`src/rtl/wei_sram_arb_if.sv`:
```
// Bus bundle between the weight SRAM arbiter and its neighbours:
// the weight-load write path, the weight read controller, the SRAM macro,
// and the config/pull-back controls.
interface wei_sram_arb_if #(
  parameter int DATA_WIDTH = 128,
  parameter int ADDR_WIDTH = 16
);
  logic                  SRAM_config_start;
  logic                  CCUGB_pullback_wei;
  logic                  WR_val;
  logic                  WR_rdy;
  logic [ADDR_WIDTH-1:0] WR_addr;
  logic [DATA_WIDTH-1:0] WR_data;
  logic                  RD_req;
  logic [ADDR_WIDTH-1:0] RD_addr;
  logic                  RD_gnt;
  logic                  RD_data_val;
  logic [DATA_WIDTH-1:0] RD_data;
  logic                  SRAM_cs;
  logic                  SRAM_we;
  logic [ADDR_WIDTH-1:0] SRAM_addr;
  logic [DATA_WIDTH-1:0] SRAM_wdata;
  logic [DATA_WIDTH-1:0] SRAM_rdata;
  logic [15:0]           wr_count;
  logic [1:0]            arb_state;

  // arbiter side
  modport slave (
    input  SRAM_config_start, CCUGB_pullback_wei,
    input  WR_val, WR_addr, WR_data,
    input  RD_req, RD_addr,
    input  SRAM_rdata,
    output WR_rdy, RD_gnt, RD_data_val, RD_data,
    output SRAM_cs, SRAM_we, SRAM_addr, SRAM_wdata,
    output wr_count, arb_state
  );

  // requester / SRAM side
  modport master (
    output SRAM_config_start, CCUGB_pullback_wei,
    output WR_val, WR_addr, WR_data,
    output RD_req, RD_addr,
    output SRAM_rdata,
    input  WR_rdy, RD_gnt, RD_data_val, RD_data,
    input  SRAM_cs, SRAM_we, SRAM_addr, SRAM_wdata,
    input  wr_count, arb_state
  );
endinterface

```
`src/rtl/wei_sram_arb.sv`:
```
// Single-port weight SRAM arbiter. Reads win by default; a pending write
// denied MAX_WAIT cycles in a row gets a forced slot. SRAM controls are
// registered, read data returns two cycles after the grant, and in-flight
// returns are dropped on config start or PE pull-back.
//
// state       | meaning
// ------------+---------------------------------------------------------
// IDLE        | no read traffic
// READ_PRI    | reads being served, writes only when no read is pending
// WRITE_FORCE | starved write gets this cycle's slot
// FLUSH       | one cycle after config start, all grants blocked
module wei_sram_arb #(
  parameter int DATA_WIDTH = 128,
  parameter int ADDR_WIDTH = 16,
  parameter int MAX_WAIT   = 8,
  parameter int WAIT_WIDTH = 4
) (
  input  logic           clk,
  input  logic           rst_n,
  wei_sram_arb_if.slave  bus
);

  typedef enum logic [1:0] {
    S_IDLE        = 2'b00,
    S_READ_PRI    = 2'b01,
    S_WRITE_FORCE = 2'b10,
    S_FLUSH       = 2'b11
  } state_t;

  localparam logic [WAIT_WIDTH-1:0] MAX_WAIT_W = WAIT_WIDTH'(MAX_WAIT);

  state_t                r_state;
  state_t                w_state_nxt;
  logic [WAIT_WIDTH-1:0] r_wait_cnt;
  logic [WAIT_WIDTH-1:0] w_wait_nxt;
  logic                  w_kill;
  logic                  w_block;
  logic                  w_force_wr;
  logic                  w_rd_gnt;
  logic                  w_wr_rdy;
  logic                  w_wr_xfer;
  logic                  r_sram_cs;
  logic                  r_sram_we;
  logic [ADDR_WIDTH-1:0] r_sram_addr;
  logic [DATA_WIDTH-1:0] r_sram_wdata;
  logic                  r_rd_p1;
  logic                  r_rd_p2;
  logic [15:0]           r_wr_count;

  assign w_kill     = bus.SRAM_config_start | bus.CCUGB_pullback_wei;
  assign w_block    = w_kill | (r_state == S_FLUSH);
  assign w_force_wr = (r_wait_cnt == MAX_WAIT_W);
  // Grants are held off during reset so nothing downstream sees a request
  // accepted while the pipeline is being cleared.
  assign w_rd_gnt   = rst_n & bus.RD_req & ~w_force_wr & ~w_block;
  assign w_wr_rdy   = rst_n & (~bus.RD_req | w_force_wr) & ~w_block;
  assign w_wr_xfer  = bus.WR_val & w_wr_rdy;

  // Starvation counter next value: counts cycles a pending write is denied.
  always_comb begin
    w_wait_nxt = r_wait_cnt;
    if (bus.SRAM_config_start || !bus.WR_val || w_wr_xfer)
      w_wait_nxt = '0;
    else if (!w_block && !w_force_wr)
      w_wait_nxt = r_wait_cnt + WAIT_WIDTH'(1);
  end

  // Starvation counter register.
  always_ff @(posedge clk or negedge rst_n) begin
    if (!rst_n) r_wait_cnt <= '0;
    else        r_wait_cnt <= w_wait_nxt;
  end

  // FSM state register.
  always_ff @(posedge clk or negedge rst_n) begin
    if (!rst_n) r_state <= S_IDLE;
    else        r_state <= w_state_nxt;
  end

  // FSM next state. WRITE_FORCE is entered on the edge where the counter
  // reaches its limit, so the state lines up with the forced write cycle.
  always_comb begin
    w_state_nxt = r_state;
    if (bus.SRAM_config_start) begin
      w_state_nxt = S_FLUSH;
    end else begin
      case (r_state)
        S_FLUSH:       w_state_nxt = S_IDLE;
        S_WRITE_FORCE: w_state_nxt = bus.RD_req ? S_READ_PRI : S_IDLE;
        default: begin
          if (w_wait_nxt == MAX_WAIT_W) w_state_nxt = S_WRITE_FORCE;
          else if (bus.RD_req)          w_state_nxt = S_READ_PRI;
          else                          w_state_nxt = S_IDLE;
        end
      endcase
    end
  end

  // FSM outputs: state code and the two combinational grants.
  always_comb begin
    bus.arb_state = r_state;
    bus.RD_gnt    = w_rd_gnt;
    bus.WR_rdy    = w_wr_rdy;
  end

  // Stage-1 SRAM control registers; write data is only loaded by writes.
  always_ff @(posedge clk or negedge rst_n) begin
    if (!rst_n) begin
      r_sram_cs    <= 1'b0;
      r_sram_we    <= 1'b0;
      r_sram_addr  <= '0;
      r_sram_wdata <= '0;
    end else if (w_rd_gnt) begin
      r_sram_cs    <= 1'b1;
      r_sram_we    <= 1'b0;
      r_sram_addr  <= bus.RD_addr;
    end else if (w_wr_xfer) begin
      r_sram_cs    <= 1'b1;
      r_sram_we    <= 1'b1;
      r_sram_addr  <= bus.WR_addr;
      r_sram_wdata <= bus.WR_data;
    end else begin
      r_sram_cs    <= 1'b0;
    end
  end

  // Read return pipeline; config start or pull-back drops in-flight reads.
  always_ff @(posedge clk or negedge rst_n) begin
    if (!rst_n) begin
      r_rd_p1 <= 1'b0;
      r_rd_p2 <= 1'b0;
    end else if (w_kill) begin
      r_rd_p1 <= 1'b0;
      r_rd_p2 <= 1'b0;
    end else begin
      r_rd_p1 <= w_rd_gnt;
      r_rd_p2 <= r_rd_p1;
    end
  end

  // Completed-write counter, cleared by config start.
  always_ff @(posedge clk or negedge rst_n) begin
    if (!rst_n)                     r_wr_count <= '0;
    else if (bus.SRAM_config_start) r_wr_count <= '0;
    else if (w_wr_xfer)             r_wr_count <= r_wr_count + 16'd1;
  end

  assign bus.SRAM_cs     = r_sram_cs;
  assign bus.SRAM_we     = r_sram_we;
  assign bus.SRAM_addr   = r_sram_addr;
  assign bus.SRAM_wdata  = r_sram_wdata;
  assign bus.RD_data_val = r_rd_p2;
  assign bus.RD_data     = bus.SRAM_rdata;
  assign bus.wr_count    = r_wr_count;

endmodule

```
`src/flat_wrapper.sv`:
```
// flat-port wrapper written by rule: the top's interface ports become plain ports
module wei_sram_arb_flat 
#(
  parameter int DATA_WIDTH = 128,
  parameter int ADDR_WIDTH = 16,
  parameter int MAX_WAIT   = 8,
  parameter int WAIT_WIDTH = 4
)
  (clk, rst_n, bus_SRAM_config_start, bus_CCUGB_pullback_wei, bus_WR_val, bus_WR_addr, bus_WR_data, bus_RD_req, bus_RD_addr, bus_SRAM_rdata, bus_WR_rdy, bus_RD_gnt, bus_RD_data_val, bus_RD_data, bus_SRAM_cs, bus_SRAM_we, bus_SRAM_addr, bus_SRAM_wdata, bus_wr_count, bus_arb_state);
  wei_sram_arb_if #(.DATA_WIDTH(DATA_WIDTH), .ADDR_WIDTH(ADDR_WIDTH)) bus_i ();
  input  logic clk;
  input  logic rst_n;
  input wire logic [$bits(bus_i.SRAM_config_start)-1:0] bus_SRAM_config_start;
  input wire logic [$bits(bus_i.CCUGB_pullback_wei)-1:0] bus_CCUGB_pullback_wei;
  input wire logic [$bits(bus_i.WR_val)-1:0] bus_WR_val;
  input wire logic [$bits(bus_i.WR_addr)-1:0] bus_WR_addr;
  input wire logic [$bits(bus_i.WR_data)-1:0] bus_WR_data;
  input wire logic [$bits(bus_i.RD_req)-1:0] bus_RD_req;
  input wire logic [$bits(bus_i.RD_addr)-1:0] bus_RD_addr;
  input wire logic [$bits(bus_i.SRAM_rdata)-1:0] bus_SRAM_rdata;
  output wire logic [$bits(bus_i.WR_rdy)-1:0] bus_WR_rdy;
  output wire logic [$bits(bus_i.RD_gnt)-1:0] bus_RD_gnt;
  output wire logic [$bits(bus_i.RD_data_val)-1:0] bus_RD_data_val;
  output wire logic [$bits(bus_i.RD_data)-1:0] bus_RD_data;
  output wire logic [$bits(bus_i.SRAM_cs)-1:0] bus_SRAM_cs;
  output wire logic [$bits(bus_i.SRAM_we)-1:0] bus_SRAM_we;
  output wire logic [$bits(bus_i.SRAM_addr)-1:0] bus_SRAM_addr;
  output wire logic [$bits(bus_i.SRAM_wdata)-1:0] bus_SRAM_wdata;
  output wire logic [$bits(bus_i.wr_count)-1:0] bus_wr_count;
  output wire logic [$bits(bus_i.arb_state)-1:0] bus_arb_state;
  assign bus_i.SRAM_config_start = bus_SRAM_config_start;
  assign bus_i.CCUGB_pullback_wei = bus_CCUGB_pullback_wei;
  assign bus_i.WR_val = bus_WR_val;
  assign bus_i.WR_addr = bus_WR_addr;
  assign bus_i.WR_data = bus_WR_data;
  assign bus_i.RD_req = bus_RD_req;
  assign bus_i.RD_addr = bus_RD_addr;
  assign bus_i.SRAM_rdata = bus_SRAM_rdata;
  assign bus_WR_rdy = bus_i.WR_rdy;
  assign bus_RD_gnt = bus_i.RD_gnt;
  assign bus_RD_data_val = bus_i.RD_data_val;
  assign bus_RD_data = bus_i.RD_data;
  assign bus_SRAM_cs = bus_i.SRAM_cs;
  assign bus_SRAM_we = bus_i.SRAM_we;
  assign bus_SRAM_addr = bus_i.SRAM_addr;
  assign bus_SRAM_wdata = bus_i.SRAM_wdata;
  assign bus_wr_count = bus_i.wr_count;
  assign bus_arb_state = bus_i.arb_state;
  wei_sram_arb #(.DATA_WIDTH(DATA_WIDTH), .ADDR_WIDTH(ADDR_WIDTH), .MAX_WAIT(MAX_WAIT), .WAIT_WIDTH(WAIT_WIDTH)) u_core (.clk(clk), .rst_n(rst_n), .bus(bus_i));
endmodule
```
`config.mk`:
```
export PLATFORM = sky130hd
export DESIGN_NAME = wei_sram_arb_flat
export DESIGN_NICKNAME = d
export VERILOG_FILES = /design/src/rtl/wei_sram_arb_if.sv /design/src/rtl/wei_sram_arb.sv /design/src/flat_wrapper.sv
export SDC_FILE = /design/constraint.sdc
export NUM_CORES = 1
export LEC_CHECK = 0
export ABC_AREA = 1
export CORE_AREA = 2 2 232 234
export DETAILED_ROUTE_END_ITERATION = 7
export DIE_AREA = 0 0 234 236
export GPL_TIMING_DRIVEN = 0
export SYNTH_ARGS = -nofsm -noshare
export SYNTH_HDL_FRONTEND = slang
export SYNTH_SLANG_ARGS = --single-unit
```
`constraint.sdc`:
```
create_clock -name clk -period 1.7 [get_ports clk]
set_input_delay 0.17 -clock clk [delete_from_list [all_inputs] [get_ports clk]]
set_output_delay 0.17 -clock clk [all_outputs]
set_load 0.01 [all_outputs]
```
* Word-level counts from Yosys, hierarchy flattened
Index checks and enable logic that the tools add are counted.
** Storage, ports and cells
- Register bits after elaboration :: 170
- Input port bits :: 294
- Word-level logic and storage cells :: 53
** Cells by class
- $add $sub $neg :: 2
- Equal/unequal tests :: 4
- Multiplexer cells :: 16
- Bitwise logic cells :: 13
- Reductions and logical operators :: 9
** Operators by type and width (count)
- 16-bit two-way mux :: 4
- 16-bit by 1-bit adder with 16-bit output (second input constant) :: 1
- 4-bit equality test (second input constant) :: 2
- 4-bit two-way mux :: 2
- 1-bit two-way mux :: 7
- 1-bit AND :: 6
- 4-bit by 1-bit adder with 4-bit output (second input constant) :: 1
- 2-bit equality test (second input constant) :: 2
- 2-bit two-way mux :: 2
- 1-bit NOT :: 4
- 2-bit case mux with 2 select lines :: 1
- 2-bit nonzero test :: 2
- 1-bit logical NOT :: 3
- 1-bit bitwise OR :: 3
- 1-bit logical OR :: 2
- 2-bit AND reduction :: 1
- 1-bit logical AND :: 1

* Longest topological paths before layout
Gate-level depths: netlist of run 1.
- Word-level depth :: 11
- Depth in mapped cells :: 11

* Worst setup path before layout of run 1
No wires, ideal clock.
- Path kind :: flip-flop to flip-flop
- From :: register u_core.r_wait_cnt[0]
- To :: register u_core.r_sram_addr[10], in the netlist u_core.bus.SRAM_addr[10]
- Setup time :: 0.124 ns
- Data arrival time :: 1.469 ns
- Slack :: 0.107 ns
- Cell stages (with the launch flop) :: 10
- Period minus slack after synthesis :: 1.593 ns
- Cell sequence :: dfrtp_1 -> inv_1 -> ha_1 -> nand3_1 -> nand2_2 -> nor3_4 -> nor2_4 -> buf_6 -> nand2_1 -> nand3_1
** On the way
- Cells in the longest elaborated chain, start to end :: 6
- Elaborated cells on any way between the ends :: 10
- Classes of those cells :: eq/ne (1); mux (1); bitwise (7); reduce/logical (1)
** Ends and longest elaborated chain
- start: declaration :: RTL line wei_sram_arb.sv:34 : logic [WAIT_WIDTH-1:0] r_wait_cnt;
- start signal: assignment :: RTL line wei_sram_arb.sv:71 : else r_wait_cnt <= w_wait_nxt;
- 4-bit equality test * :: RTL line wei_sram_arb.sv:52 : assign w_force_wr = (r_wait_cnt == MAX_WAIT_W);
- 1-bit bitwise OR :: RTL line wei_sram_arb.sv:56 : assign w_wr_rdy = rst_n & (~bus.RD_req | w_force_wr) & ~w_block;
- 1-bit AND (2 in series) :: RTL line wei_sram_arb.sv:56
- 1-bit AND :: RTL line wei_sram_arb.sv:57 : assign w_wr_xfer = bus.WR_val & w_wr_rdy;
- 2-bit nonzero test (no line)
- end signal: assignment :: RTL line wei_sram_arb.sv:116 : r_sram_addr <= bus.RD_addr;
- end signal: assignment :: RTL line wei_sram_arb.sv:120 : r_sram_addr <= bus.WR_addr;
- end: declaration :: RTL line wei_sram_arb.sv:44 : logic [ADDR_WIDTH-1:0] r_sram_addr;
Mark *: on every way between the ends. The rest lies on a longest branch, timed or not.
A chain may end at the register's enable or synchronous reset.

* Worst setup path in the final report of run 1
- From :: register u_core.r_wait_cnt[0]
- To :: output port bus_RD_gnt
** On the way
- Cells in the longest elaborated chain, start to end :: 4
** Ends and longest elaborated chain
- 4-bit equality test :: RTL line wei_sram_arb.sv:52
- 1-bit NOT :: RTL line wei_sram_arb.sv:55 : assign w_rd_gnt = rst_n & bus.RD_req & ~w_force_wr & ~w_block;
- 1-bit AND (2 in series) :: RTL line wei_sram_arb.sv:55
- end: declaration :: RTL line flat_wrapper.sv:22 : output wire logic [$bits(bus_i.RD_gnt)-1:0] bus_RD_gnt;
No other way between the ends.

==> key figures, run 1 <==
Route
  • Vias after detailed routing: a little under 8k
  • Vias/cell: 3.62
  • Number of remaining DRC errors: 0
  • Number of DRC markers in iteration 0: around 250
  • Avg WL per Cell: 14.2 um
  • Antenna Nets Post-Route: 0
  • First-pass iteration count of the detailed router: 4
  • Post-detailed-routing wire length: about 30,000 um

STA
  • Relative slew slack: roughly three fifths
  • Unrepaired setup endpoints after global routing: true
  • Final critical-path setup slack: -149 ps
  • F_max: 541 MHz
  • Final number of hold-violating endpoints: approximately 100
  • Number of max-slew violations in the final report: 0
  • Worst Clk Skew: between 10 and 15 ps
  • Final cycle utilization of the critical path: 109%
  • Post-route worst hold slack: -350 ps
  • Slew of the pin with the lowest slew margin: 613 ps
  • Setup total negative slack: -418 ps
  • Setup violations, final: 11
  • Min Tclk post-route: around 1800 ps

Floorplan
  • Initial core utilization: 15.0%
  • Standard cell core area: 53,100 um2
  • Number of rows in the core area: 85
  • Die H: 236 um
  • Horiz. Die Dim: between 200 and 250 um
  • Top-level port count: between 500 and 600
  • Area enclosed by the die boundary: between 50,000 and 60,000 um2

Critical path
  • Startpoint type of the worst setup path: flop
  • Critical path endpoint category: output pin
  • Critical path start-end classification: reg2out
  • Beginning of the worst register-to-register path: u_core.r_wait_cnt[0]
  • End of the worst register-to-register path: u_core.bus.SRAM_addr[9]
  • Minimum setup slack among reg-to-reg paths: -60 ps
  • Worst Reg2Reg Path Length in Cells: 10
  • Worst path required time: roughly 1500 ps
  • Arrival time worst endpoint: 1680 ps
  • Peak fanout along the critical path: 3

Synth
  • Multiplexer area fraction after synthesis: 0%
  • Compound-cell area share of the yosys netlist: 1.68%
  • Net count of the mapped netlist: ~1.2k
  • Largest family of logic cells by synthesized area: simple AND/OR/NAND/NOR gates
  • Simple-gate share of the synthesized area: between 20 and 30%
  • Count of different cell masters after synthesis: 28
  • Xor and xnor area share after synthesis: less than 1%
  • Synthesized cell area: about 8000 um2
  • Share of synthesized cell area in full adder, half adder and majority cells: less than 1%
  • Async SR Flop Fraction: 100%
  • Number of instances in the synthesized netlist: 940
  • Primary flip-flop cell chosen by synthesis mapping: sky130_fd_sc_hd__dfrtp_1
  • Synthesized flop and latch total: between 150 and 200
  • Synth warn: 0
  • Number of synthesized flops with an enable pin: 0
  • Average footprint of a synthesized cell: between 8 and 9 um2
  • Share of synthesized area occupied by flip-flops and latches: 53.5%

Global route
  • GR Util All Layers: 10.7%
  • Met3 demand-to-capacity share in global routing: 4.07%
  • Layer with the highest usage: met2
  • Global-route wire length before repair: between 40,000 and 50,000 um
  • Maximum number of pins on one net before global-route repair: between 100 and 150
  • Via count of the first global-routing pass: roughly 7.6k
  • Global-route track usage on met2: about a fifth
  • Aggregate global routing overflow: 0
  • Met1 GRT Util: between 10% and 20%
  • Initial antenna violation count: 3

Status
  • Violated checks: hold timing, setup timing
  • Status: complete, but fails checks

Finish
  • Area used by sequential logic in the layout: approximately 4300 um2
  • Final core utilization: 26.8%
  • Most common library cell in the layout ignoring fill and taps: sky130_fd_sc_hd__nand2_1
  • Total area of multi-input combinational cells: about 2400 um2
  • Commonest non-fill, non-tap cells in the layout: 473 x sky130_fd_sc_hd__nand2_1, 436 x sky130_fd_sc_hd__clkdlybuf4s50_1, 169 x sky130_fd_sc_hd__dfrtp_1
  • Final cell area excluding filler cells: 14,200 um2
  • Number of nets in the finished design: between 1.5k and 2k
  • Number of inserted filler cells in the final layout: 5,667
  • Layout cell share with drive strength beyond 1: roughly 16%
  • Layout overhead on the synthesized area: 78.9%

CTS
  • Reg clk slew, reported paths: ~70 ps
  • Clock latency of the later-clocked register in the worst-skew pair: 480 ps
  • Clk sinks: 170
  • Clock tree root buffer cell: sky130_fd_sc_hd__clkbuf_16
  • TritonCTS clock tree: done
  • Number of clock buffers inserted by TritonCTS: 17
  • Clock tree buffer depth: 2
  • H-tree level count: 4

Placed design
  • Total of buffers placed on input and output ports: between 400 and 500
  • Area post-placement: 13,500 um2
  • Half-perimeter wire length of the detailed placement result: around 24,000 um
  • Final estimated routing congestion in global placement: 0.765

Hold path
  • Path category of the worst min-delay check: in2async

Power
  • Static power due to leakage: 6.72 nW
  • Final total power: ~13 mW
  • Ratio of total power to cell area: slightly above 900 nW/um2
  • IR Drop Worst-Case VDD: between 0.6 and 0.7 mV

Flow run
  • Maximum Capacitance Violations: 0
-- worst max-delay path, cell delays in order (launching register included) --
cell and delay, ps:
sky130_fd_sc_hd__dfrtp_1 370, sky130_fd_sc_hd__inv_2 60, sky130_fd_sc_hd__ha_4 160, sky130_fd_sc_hd__nand3_4 70, sky130_fd_sc_hd__nand2_4 70, sky130_fd_sc_hd__nor3_4 220
sky130_fd_sc_hd__buf_6 150, sky130_fd_sc_hd__buf_6 90
-- area by class of cell --
| cell class | count | share of cell area, % |
|---|---|---|
| Buffer | 162 | 8.67 |
| Antenna cell | 1 | 0.0176 |
| Inverter | 26 | 0.738 |
| Tap cell | 696 | 6.12 |
| Clock inverter | 8 | 0.615 |
| Multi-Input combinational cell | 582 | 17.2 |
| Timing Repair Buffer | 474 | 33.4 |
| Clock buffer | 23 | 3.36 |
| Sequential cell | 170 | 29.9 |
-- kinds of logic (layout without fill, tap and decap cells) --
kind of cell,after synthesis,count (layout)
compound gates,25,25
xor+xnor,1,1
fa+ha+maj,3,3
buf+inv,188,693
flops,170,170
other cells,0,1
simple gates,553,553
-- registers in the layout (all words and copies together) (netlist names) --
name                    cells
u_core.bus.SRAM_wdata     128
u_core.bus.SRAM_addr       16
u_core.bus.wr_count        16
u_core.r_wait_cnt           4
u_core.bus.arb_state        2
u_core.bus.RD_data_val      1
u_core.bus.SRAM_cs          1
u_core.bus.SRAM_we          1
u_core.r_rd_p1              1
-- Yosys cell counts (2+ instances only) --
cell | n | area, um2
sky130_fd_sc_hd__a21oi_1 | 11 | 55.1
sky130_fd_sc_hd__buf_2 | 21 | 105
sky130_fd_sc_hd__buf_4 | 130 | 976
sky130_fd_sc_hd__buf_6 | 10 | 113
sky130_fd_sc_hd__dfrtp_1 | 170 | 4250
sky130_fd_sc_hd__ha_1 | 3 | 37.5
sky130_fd_sc_hd__inv_1 | 24 | 90.1
sky130_fd_sc_hd__nand2_1 | 476 | 1790
sky130_fd_sc_hd__nand2_2 | 2 | 12.5
sky130_fd_sc_hd__nand3_1 | 30 | 150
sky130_fd_sc_hd__nand4_1 | 10 | 62.6
sky130_fd_sc_hd__nor2_1 | 15 | 56.3
sky130_fd_sc_hd__nor2_2 | 2 | 12.5
sky130_fd_sc_hd__nor2_4 | 4 | 45.0
sky130_fd_sc_hd__nor3_1 | 9 | 45.0
sky130_fd_sc_hd__o21ai_0 | 10 | 50.1
sky130_fd_sc_hd__o21bai_1 | 2 | 15.0
-- how the worst max path moves through the flow --
stage	from	endpoint	slack (ps)	depth (start not counted)
finish	u_core.r_wait_cnt[0]	bus_RD_gnt	-150	7
global route	u_core.r_wait_cnt[1]	bus_RD_gnt	-230	7
CTS	u_core.r_wait_cnt[1]	bus_RD_gnt	-240	7
detailed placement	rst_n	bus_RD_gnt	-990	5
global placement	rst_n	bus_RD_gnt	-8040	5
floorplan	u_core.r_wait_cnt[0]	u_core.bus.SRAM_addr[10]	110	9
-- power breakdown --
part	internal [mW]	total, mW	switching [mW]	leakage (nW)
Clock	2.13	3.88	1.75	0.266
Combinational	2.38	3.93	1.55	4.25
Sequential	4.81	5.24	0.439	2.20
-- per-layer routing --
layer / part of all wire, % / up-vias
met1: 39 / 3614
met2: 51 / 341
li1: - / 3761
met5: 0.043 / -
met4: 1.8 / 2
met3: 8.7 / 32
-- timing repair --
| action | in CTS | in global routing |
|---|---|---|
| cloned | 0 | 0 |
| endpoints found under the hold margin | 104 | 104 |
| pin swaps | 3 | 3 |
| resized for setup | 54 | 8 |
| buffers inserted | 8 | 5 |
| setup endpoints to repair | 183 | 161 |
-- metrics by stage --
stage / cells / setup slack (ps)
final: 2142 / -149
after global routing: 2141 / -226
after CTS: 2136 / -240
after detailed placement: 2097 / -988
after global placement: 2096 / -8040
after floorplan: 940 / 107
Power figures use the tool's default switching activity.
==> run 2, diff against run 1 <==
- SKIP_LAST_GASP: unset -> 1
- SLEW_MARGIN: unset -> 20
==> run 2 against run 1 <==
The flow still finishes with violations (hold timing, setup timing). Clock skew decreased by 2.4 ps. Clock power is 7.2% higher. Setup slack worse by 8.1 ps. Hold slack better by 190 ps. Non-clock buffer count rose by 1. First-iteration DRC count fell by 16%. Routed wire length up 1.8%. Die area did not move. Fmax shrank 0.44%. Sequential share of layout area shrank 0.28 points. Largest power group unchanged.
==> key figures, run 2 (synthesis gave the netlist of run 1 again) <==
Status
  • Status: complete, but fails checks (unchanged)
  • Violated checks: hold timing, setup timing (unchanged)

Placed design
  • Total of buffers placed on input and output ports: 460 (unchanged)
  • Area post-placement: 13,500 um2 (about the same)
  • Final estimated routing congestion in global placement: 0.765 (unchanged)
  • Half-perimeter wire length of the detailed placement result: 24,200 um (was 24,000 um)

Floorplan
  • Top-level port count: 589 (unchanged)
  • Standard cell core area: 53,100 um2 (unchanged)
  • Die H: 236 um (unchanged)
  • Number of rows in the core area: 85 (unchanged)
  • Area enclosed by the die boundary: 55,200 um2 (unchanged)
  • Initial core utilization: 15.0% (unchanged)
  • Horiz. Die Dim: 234 um (unchanged)

Route
  • First-pass iteration count of the detailed router: 4 (unchanged)
  • Post-detailed-routing wire length: 30,900 um (was 30,400 um)
  • Avg WL per Cell: 14.4 um (was 14.2 um)
  • Vias/cell: 3.62 (about the same)
  • Antenna Nets Post-Route: 0 (unchanged)
  • Number of DRC markers in iteration 0: 214 (was 254)
  • Number of remaining DRC errors: 0 (unchanged)
  • Vias after detailed routing: 7,749 (was 7,750)

Critical path
  • End of the worst register-to-register path: u_core.bus.SRAM_addr[9] (unchanged)
  • Critical path endpoint category: output pin (unchanged)
  • Highest-delay cell along the critical path: sky130_fd_sc_hd__clkdlybuf4s50_1 (was sky130_fd_sc_hd__dfrtp_1)
  • Most numerous cell on the critical path: sky130_fd_sc_hd__buf_6 (unchanged)
  • Startpoint type of the worst setup path: primary input (was flop)
  • Minimum setup slack among reg-to-reg paths: -40 ps (was -60 ps)
  • Worst path required time: 1530 ps (about the same)
  • Critical path start-end classification: in2out (was reg2out)
  • Largest stage delay on the critical path: 620 ps (was 370 ps)
  • Arrival time worst endpoint: 1690 ps (was 1680 ps)
  • Beginning of the worst register-to-register path: u_core.r_wait_cnt[0] (unchanged)
  • Peak fanout along the critical path: 6 (was 3)
  • Worst Reg2Reg Path Length in Cells: 10 (unchanged)
  • Buf/Inv on CP: 3 (unchanged)
  • List of cells traversed by the critical path: clkdlybuf4s50_1 -> nor2_4 -> nand2_4 -> nor3_4 -> buf_6 -> buf_6 (was inv_2 -> ha_4 -> nand3_4 -> nand2_4 -> nor3_4 -> buf_6 -> buf_6)
  • Family of cells with the greatest summed delay on the critical path: buffers and inverters (was flip-flops)
  • Logic depth of the worst setup path including buffers: 6 (was 7)

Finish
  • Commonest non-fill, non-tap cells in the layout: 472 x sky130_fd_sc_hd__nand2_1, 435 x sky130_fd_sc_hd__clkdlybuf4s50_1, 170 x sky130_fd_sc_hd__dfrtp_1 (was 473 x sky130_fd_sc_hd__nand2_1, 436 x sky130_fd_sc_hd__clkdlybuf4s50_1, 169 x sky130_fd_sc_hd__dfrtp_1)
  • Final cell area excluding filler cells: 14,400 um2 (was 14,200 um2)
  • Diode count: 0 (was 1)
  • Most common library cell in the layout ignoring fill and taps: sky130_fd_sc_hd__nand2_1 (unchanged)
  • Layout overhead on the synthesized area: 80.6% (was 78.9%)
  • Layout cell share with drive strength beyond 1: 16.2% (was 15.9%)
  • Final core utilization: 27.1% (was 26.8%)
  • Number of nets in the finished design: 1,731 (was 1,730)
  • Max reg flops: 128 (unchanged)

CTS
  • Clk sinks: 170 (unchanged)
  • TritonCTS clock tree: done (unchanged)
  • Clock latency of the later-clocked register in the worst-skew pair: 480 ps (about the same)
  • H-tree level count: 4 (unchanged)
  • Clock tree buffer depth: 2 (unchanged)
  • Reg clk slew, reported paths: 70 ps (about the same)
  • Cts-stage hold buffer count: 3
  • Number of clock buffers inserted by TritonCTS: 17 (unchanged)
  • Clock tree root buffer cell: sky130_fd_sc_hd__clkbuf_16 (unchanged)

STA
  • Final number of hold-violating endpoints: 104 (unchanged)
  • Setup total negative slack: -337 ps (was -418 ps)
  • Final critical-path setup slack: -157 ps (was -149 ps)
  • Post-route worst hold slack: -162 ps (was -350 ps)
  • Setup violations, final: 6 (was 11)
  • Min Tclk post-route: 1860 ps (was 1850 ps)
  • Number of max-slew violations in the final report: 0 (unchanged)
  • Worst Clk Skew: 10.3 ps (was 12.7 ps)
  • Final cycle utilization of the critical path: 109% (about the same)
  • Slew of the pin with the lowest slew margin: 477 ps (was 613 ps)
  • F_max: 538 MHz (was 541 MHz)
  • Unrepaired setup endpoints after global routing: true (unchanged)
  • Relative slew slack: 68.2% (was 59.1%)

Power
  • Static power due to leakage: 6.77 nW (was 6.72 nW)
  • Ratio of total power to cell area: 931 nW/um2 (was 917 nW/um2)
  • Final total power: 13.4 mW (was 13.1 mW)
  • IR Drop Worst-Case VDD: 0.616 mV (was 0.653 mV)

Flow run
  • Maximum Capacitance Violations: 0 (unchanged)

Global route
  • Initial antenna violation count: 1 (was 3)
  • Maximum number of pins on one net before global-route repair: 67 (was 107)
  • Global-route wire length before repair: 44,400 um (was 43,700 um)
  • GR Util All Layers: 10.9% (was 10.7%)
  • Aggregate global routing overflow: 0 (unchanged)
  • Via count of the first global-routing pass: 7,667 (was 7,597)

Hold path
  • Path category of the worst min-delay check: in2async (unchanged)
## run 2: area by class of cell
class,instances,area [um2]
Timing Repair Buffer,475,4840
Tap cell,696,871
Multi-Input combinational cell,582,2450
Inverter,26,105
Sequential cell,170,4250
Buffer,162,1240
Clock inverter,12,139
Clock buffer,20,467
Fill cell,5631,38700
## run 2: timing repair
action                     CTS  global route
setup buffers               10             1
gates resized for setup     54            10
setup endpoints to repair  186           165
gates cloned                 0             0
pin swaps                    4             2
hold endpoints to repair   104           104
## run 2: per-stage QoR
| stage | instances | setup slack, ps |
|---|---|---|
| 5_1_grt | 2143 | -221 |
| 2_1_floorplan | 940 | 107 |
| 3_5_place_dp | 2098 | -939 |
| 3_3_place_gp | 2096 | -8040 |
| 6_report | 2143 | -157 |
| 4_1_cts | 2142 | -269 |
## run 2: report_power, final
group / switching [mW] / total, mW / internal [mW]
clock network: 1.87 / 4.16 / 2.29
registers: 0.447 / 5.25 / 4.80
logic: 1.55 / 3.95 / 2.40
total: 3.87 / 13.4 / 9.50
## run 2: tightest hold or removal path, cell delays in order
cell and delay [ps]:
sky130_fd_sc_hd__buf_8 80, sky130_fd_sc_hd__buf_16 100, sky130_fd_sc_hd__buf_16 110, sky130_fd_sc_hd__buf_16 230
## run 2: worst max-delay path by stage
| stage | start | slack (ps) | end |
|---|---|---|---|
| global route | u_core.r_wait_cnt[1] | -220 | bus_RD_gnt |
| detailed placement | bus_SRAM_config_start | -940 | bus_RD_gnt |
| floorplan | u_core.r_wait_cnt[0] | 110 | u_core.bus.SRAM_addr[10] |
| global placement | rst_n | -8040 | bus_RD_gnt |
| CTS | u_core.r_wait_cnt[1] | -270 | bus_RD_gnt |
| finish | bus_SRAM_config_start | -160 | bus_RD_gnt |
## run 2: routing by layer
| layer | vias to the layer above | routed length [um] | GRT usage, % |
|---|---|---|---|
| met5 | - | 13 | 0 |
| met4 | 2 | 506 | 3.87 |
| met3 | 29 | 2540 | 3.93 |
| met2 | 334 | 15700 | 18.8 |
| met1 | 3627 | 12200 | 12.3 |
| li1 | 3757 | - | - |
==> run 3, diff against run 2 <==
- SETUP_SLACK_MARGIN: unset -> 0.02
==> run 3 against run 2 <==
The flow still finishes with violations (hold timing, setup timing). Cell count hardly changed. Routed wire length hardly changed. Hold slack hardly changed. Fmax is 1.2% higher. Global-route usage hardly changed. Power hardly changed. Critical path depth stayed put. Critical path type unchanged. Largest cell class unchanged. Largest power group unchanged.
==> key figures, run 3 (synthesis gave the netlist of run 1 again) <==
Floorplan
  • Horiz. Die Dim: 234 um (unchanged)
  • Number of rows in the core area: 85 (unchanged)
  • Die H: 236 um (unchanged)
  • Standard cell core area: 53,100 um2 (unchanged)
  • Area enclosed by the die boundary: 55,200 um2 (unchanged)
  • Top-level port count: 589 (unchanged)
  • Initial core utilization: 15.0% (unchanged)

CTS
  • TritonCTS clock tree: done (unchanged)
  • Clock tree root buffer cell: sky130_fd_sc_hd__clkbuf_16 (unchanged)
  • Number of clock buffers inserted by TritonCTS: 17 (unchanged)
  • Clk sinks: 170 (unchanged)
  • Reg clk slew, reported paths: 70 ps (about the same)
  • Clock latency of the later-clocked register in the worst-skew pair: 480 ps (about the same)
  • Clock tree buffer depth: 2 (unchanged)
  • Cts-stage hold buffer count: 3 (unchanged)
  • H-tree level count: 4 (unchanged)

Flow run
  • Maximum Capacitance Violations: 0 (unchanged)

Power
  • Ratio of total power to cell area: 930 nW/um2 (was 931 nW/um2)
  • IR Drop Worst-Case VDD: 0.615 mV (was 0.616 mV)
  • Final total power: 13.4 mW (about the same)
  • Static power due to leakage: 6.79 nW (was 6.77 nW)

Critical path
  • List of cells traversed by the critical path: clkdlybuf4s50_1 -> nor2_4 -> nand2_4 -> nor3_4 -> buf_6 -> buf_6 (unchanged)
  • Most numerous cell on the critical path: sky130_fd_sc_hd__buf_6 (unchanged)
  • Startpoint type of the worst setup path: primary input (unchanged)
  • End of the worst register-to-register path: u_core.bus.SRAM_addr[9] (unchanged)
  • Critical path start-end classification: in2out (unchanged)
  • Family of cells with the greatest summed delay on the critical path: buffers and inverters (unchanged)
  • Highest-delay cell along the critical path: sky130_fd_sc_hd__clkdlybuf4s50_1 (unchanged)
  • Arrival time worst endpoint: 1670 ps (was 1690 ps)
  • Worst Reg2Reg Path Length in Cells: 10 (unchanged)
  • Largest stage delay on the critical path: 620 ps (about the same)
  • Worst setup startpoint: bus_SRAM_config_start (unchanged)
  • Beginning of the worst register-to-register path: u_core.r_wait_cnt[0] (unchanged)
  • Logic depth of the worst setup path including buffers: 6 (unchanged)
  • Destination of the critical timing path: bus_RD_gnt (unchanged)
  • Peak fanout along the critical path: 6 (unchanged)
  • Worst path required time: 1530 ps (about the same)
  • Buf/Inv on CP: 3 (unchanged)
  • Minimum setup slack among reg-to-reg paths: -40 ps (about the same)
  • Critical path endpoint category: output pin (unchanged)

Finish
  • Final non-filler cell total: 2,144 (was 2,143)
  • Layout cell share with drive strength beyond 1: 16.2% (about the same)
  • Diode count: 0 (unchanged)
  • Most common library cell in the layout ignoring fill and taps: sky130_fd_sc_hd__nand2_1 (unchanged)
  • Layout overhead on the synthesized area: 80.6% (about the same)
  • Max reg flops: 128 (unchanged)
  • Number of nets in the finished design: 1,732 (was 1,731)
  • Final cell area excluding filler cells: 14,400 um2 (about the same)
  • Commonest non-fill, non-tap cells in the layout: 472 x sky130_fd_sc_hd__nand2_1, 432 x sky130_fd_sc_hd__clkdlybuf4s50_1, 170 x sky130_fd_sc_hd__dfrtp_1 (was 472 x sky130_fd_sc_hd__nand2_1, 435 x sky130_fd_sc_hd__clkdlybuf4s50_1, 170 x sky130_fd_sc_hd__dfrtp_1)

Route
  • Number of remaining DRC errors: 0 (unchanged)
  • Post-detailed-routing wire length: 30,900 um (about the same)
  • First-pass iteration count of the detailed router: 4 (unchanged)
  • Vias after detailed routing: 7,759 (was 7,749)
  • Number of DRC markers in iteration 0: 198 (was 214)
  • Vias/cell: 3.62 (about the same)
  • Avg WL per Cell: 14.4 um (about the same)
  • Antenna Nets Post-Route: 0 (unchanged)

Global route
  • Maximum number of pins on one net before global-route repair: 67 (unchanged)
  • GR Util All Layers: 10.9% (about the same)
  • Global-route wire length before repair: 44,500 um (was 44,400 um)
  • Initial antenna violation count: 1 (unchanged)
  • Via count of the first global-routing pass: 7,676 (was 7,667)
  • Aggregate global routing overflow: 0 (unchanged)

Placed design
  • Area post-placement: 13,500 um2 (unchanged)
  • Placed Instances: 2,098 (unchanged)
  • Post-placement setup slack: -939 ps (unchanged)
  • Half-perimeter wire length of the detailed placement result: 24,200 um (unchanged)
  • Total of buffers placed on input and output ports: 460 (unchanged)
  • Final estimated routing congestion in global placement: 0.765 (unchanged)

STA
  • Relative slew slack: 67.4% (was 68.2%)
  • Setup total negative slack: -298 ps (was -337 ps)
  • Number of max-slew violations in the final report: 0 (unchanged)
  • Unrepaired setup endpoints after global routing: true (unchanged)
  • Worst Clk Skew: 9.95 ps (was 10.3 ps)
  • Final cycle utilization of the critical path: 108% (was 109%)
  • Post-route worst hold slack: -161 ps (was -162 ps)
  • F_max: 545 MHz (was 538 MHz)
  • Slew of the pin with the lowest slew margin: 489 ps (was 477 ps)
  • Final number of hold-violating endpoints: 104 (unchanged)
  • Final critical-path setup slack: -136 ps (was -157 ps)
  • Min Tclk post-route: 1840 ps (was 1860 ps)
  • Setup violations, final: 5 (was 6)

Hold path
  • Path category of the worst min-delay check: in2async (unchanged)

Status
  • Violated checks: hold timing, setup timing (unchanged)
  • Status: complete, but fails checks (unchanged)
==> run 3: timing repair <==
action | CTS | global route
buffers inserted | 11 | 1
hold endpoints to repair | 104 | 104
endpoints found under the setup margin | 189 | 166
pin swaps | 4 | 2
gates resized for setup | 59 | 8
==> run 3: how the worst min path moves through the flow <==
stage	from	to	slack, ps	cells past startpoint
2_1_floorplan	rst_n	u_core.bus.RD_data_val	-130	0
3_3_place_gp	u_core.bus.SRAM_we	u_core.bus.SRAM_we	460	2
3_5_place_dp	rst_n	u_core.bus.SRAM_wdata[126]	100	1
4_1_cts	rst_n	u_core.bus.SRAM_wdata[2]	-210	4
5_1_grt	rst_n	u_core.bus.SRAM_wdata[126]	-180	4
6_report	rst_n	u_core.bus.SRAM_wdata[125]	-160	4
==> run 3: layout make-up <==
class	instances	area (um2)
inverters	26	105
clock buffers	20	467
flip-flops and latches	170	4250
multi-input cells	582	2450
repair buffers	476	4840
fillers	5629	38700
plain buffers	162	1240
clock inverters	12	139
well taps	696	871
==> run 3: layer usage <==
metal / up-vias / GRT usage (%) / routed length (um)
met3: 29 / 3.93 / 2510
met5: - / 0 / 13
li1: 3759 / - / -
met1: 3636 / 12.3 / 12200
met2: 333 / 18.8 / 15700
met4: 2 / 3.87 / 506
==> run 3: worst register-to-register path, stage by stage, from the launching register on <==
cell                      delay [ps]
sky130_fd_sc_hd__dfrtp_1         390
sky130_fd_sc_hd__inv_2            90
sky130_fd_sc_hd__ha_4            150
sky130_fd_sc_hd__nand3_4          70
sky130_fd_sc_hd__nand2_4          90
sky130_fd_sc_hd__nand3_2         180
sky130_fd_sc_hd__inv_8           150
sky130_fd_sc_hd__buf_12          110
sky130_fd_sc_hd__buf_4           170
sky130_fd_sc_hd__nand2_1         140
sky130_fd_sc_hd__nand3_1         120
==> run 3: per-stage QoR <==
step / hold slack, ps / util, %
2_1_floorplan: -126 / -
3_3_place_gp: 456 / 25.3
3_5_place_dp: 105 / 25.4
4_1_cts: -213 / 27.0
5_1_grt: -175 / 27.1
6_report: -161 / 27.1
==> run 3: report_power, final <==
group	internal, mW	leakage [nW]	switching [mW]	total, mW
combinational	2.39	4.30	1.55	3.95
clock	2.29	0.297	1.88	4.17
sequential	4.80	2.20	0.448	5.25
total	9.49	6.79	3.88	13.4
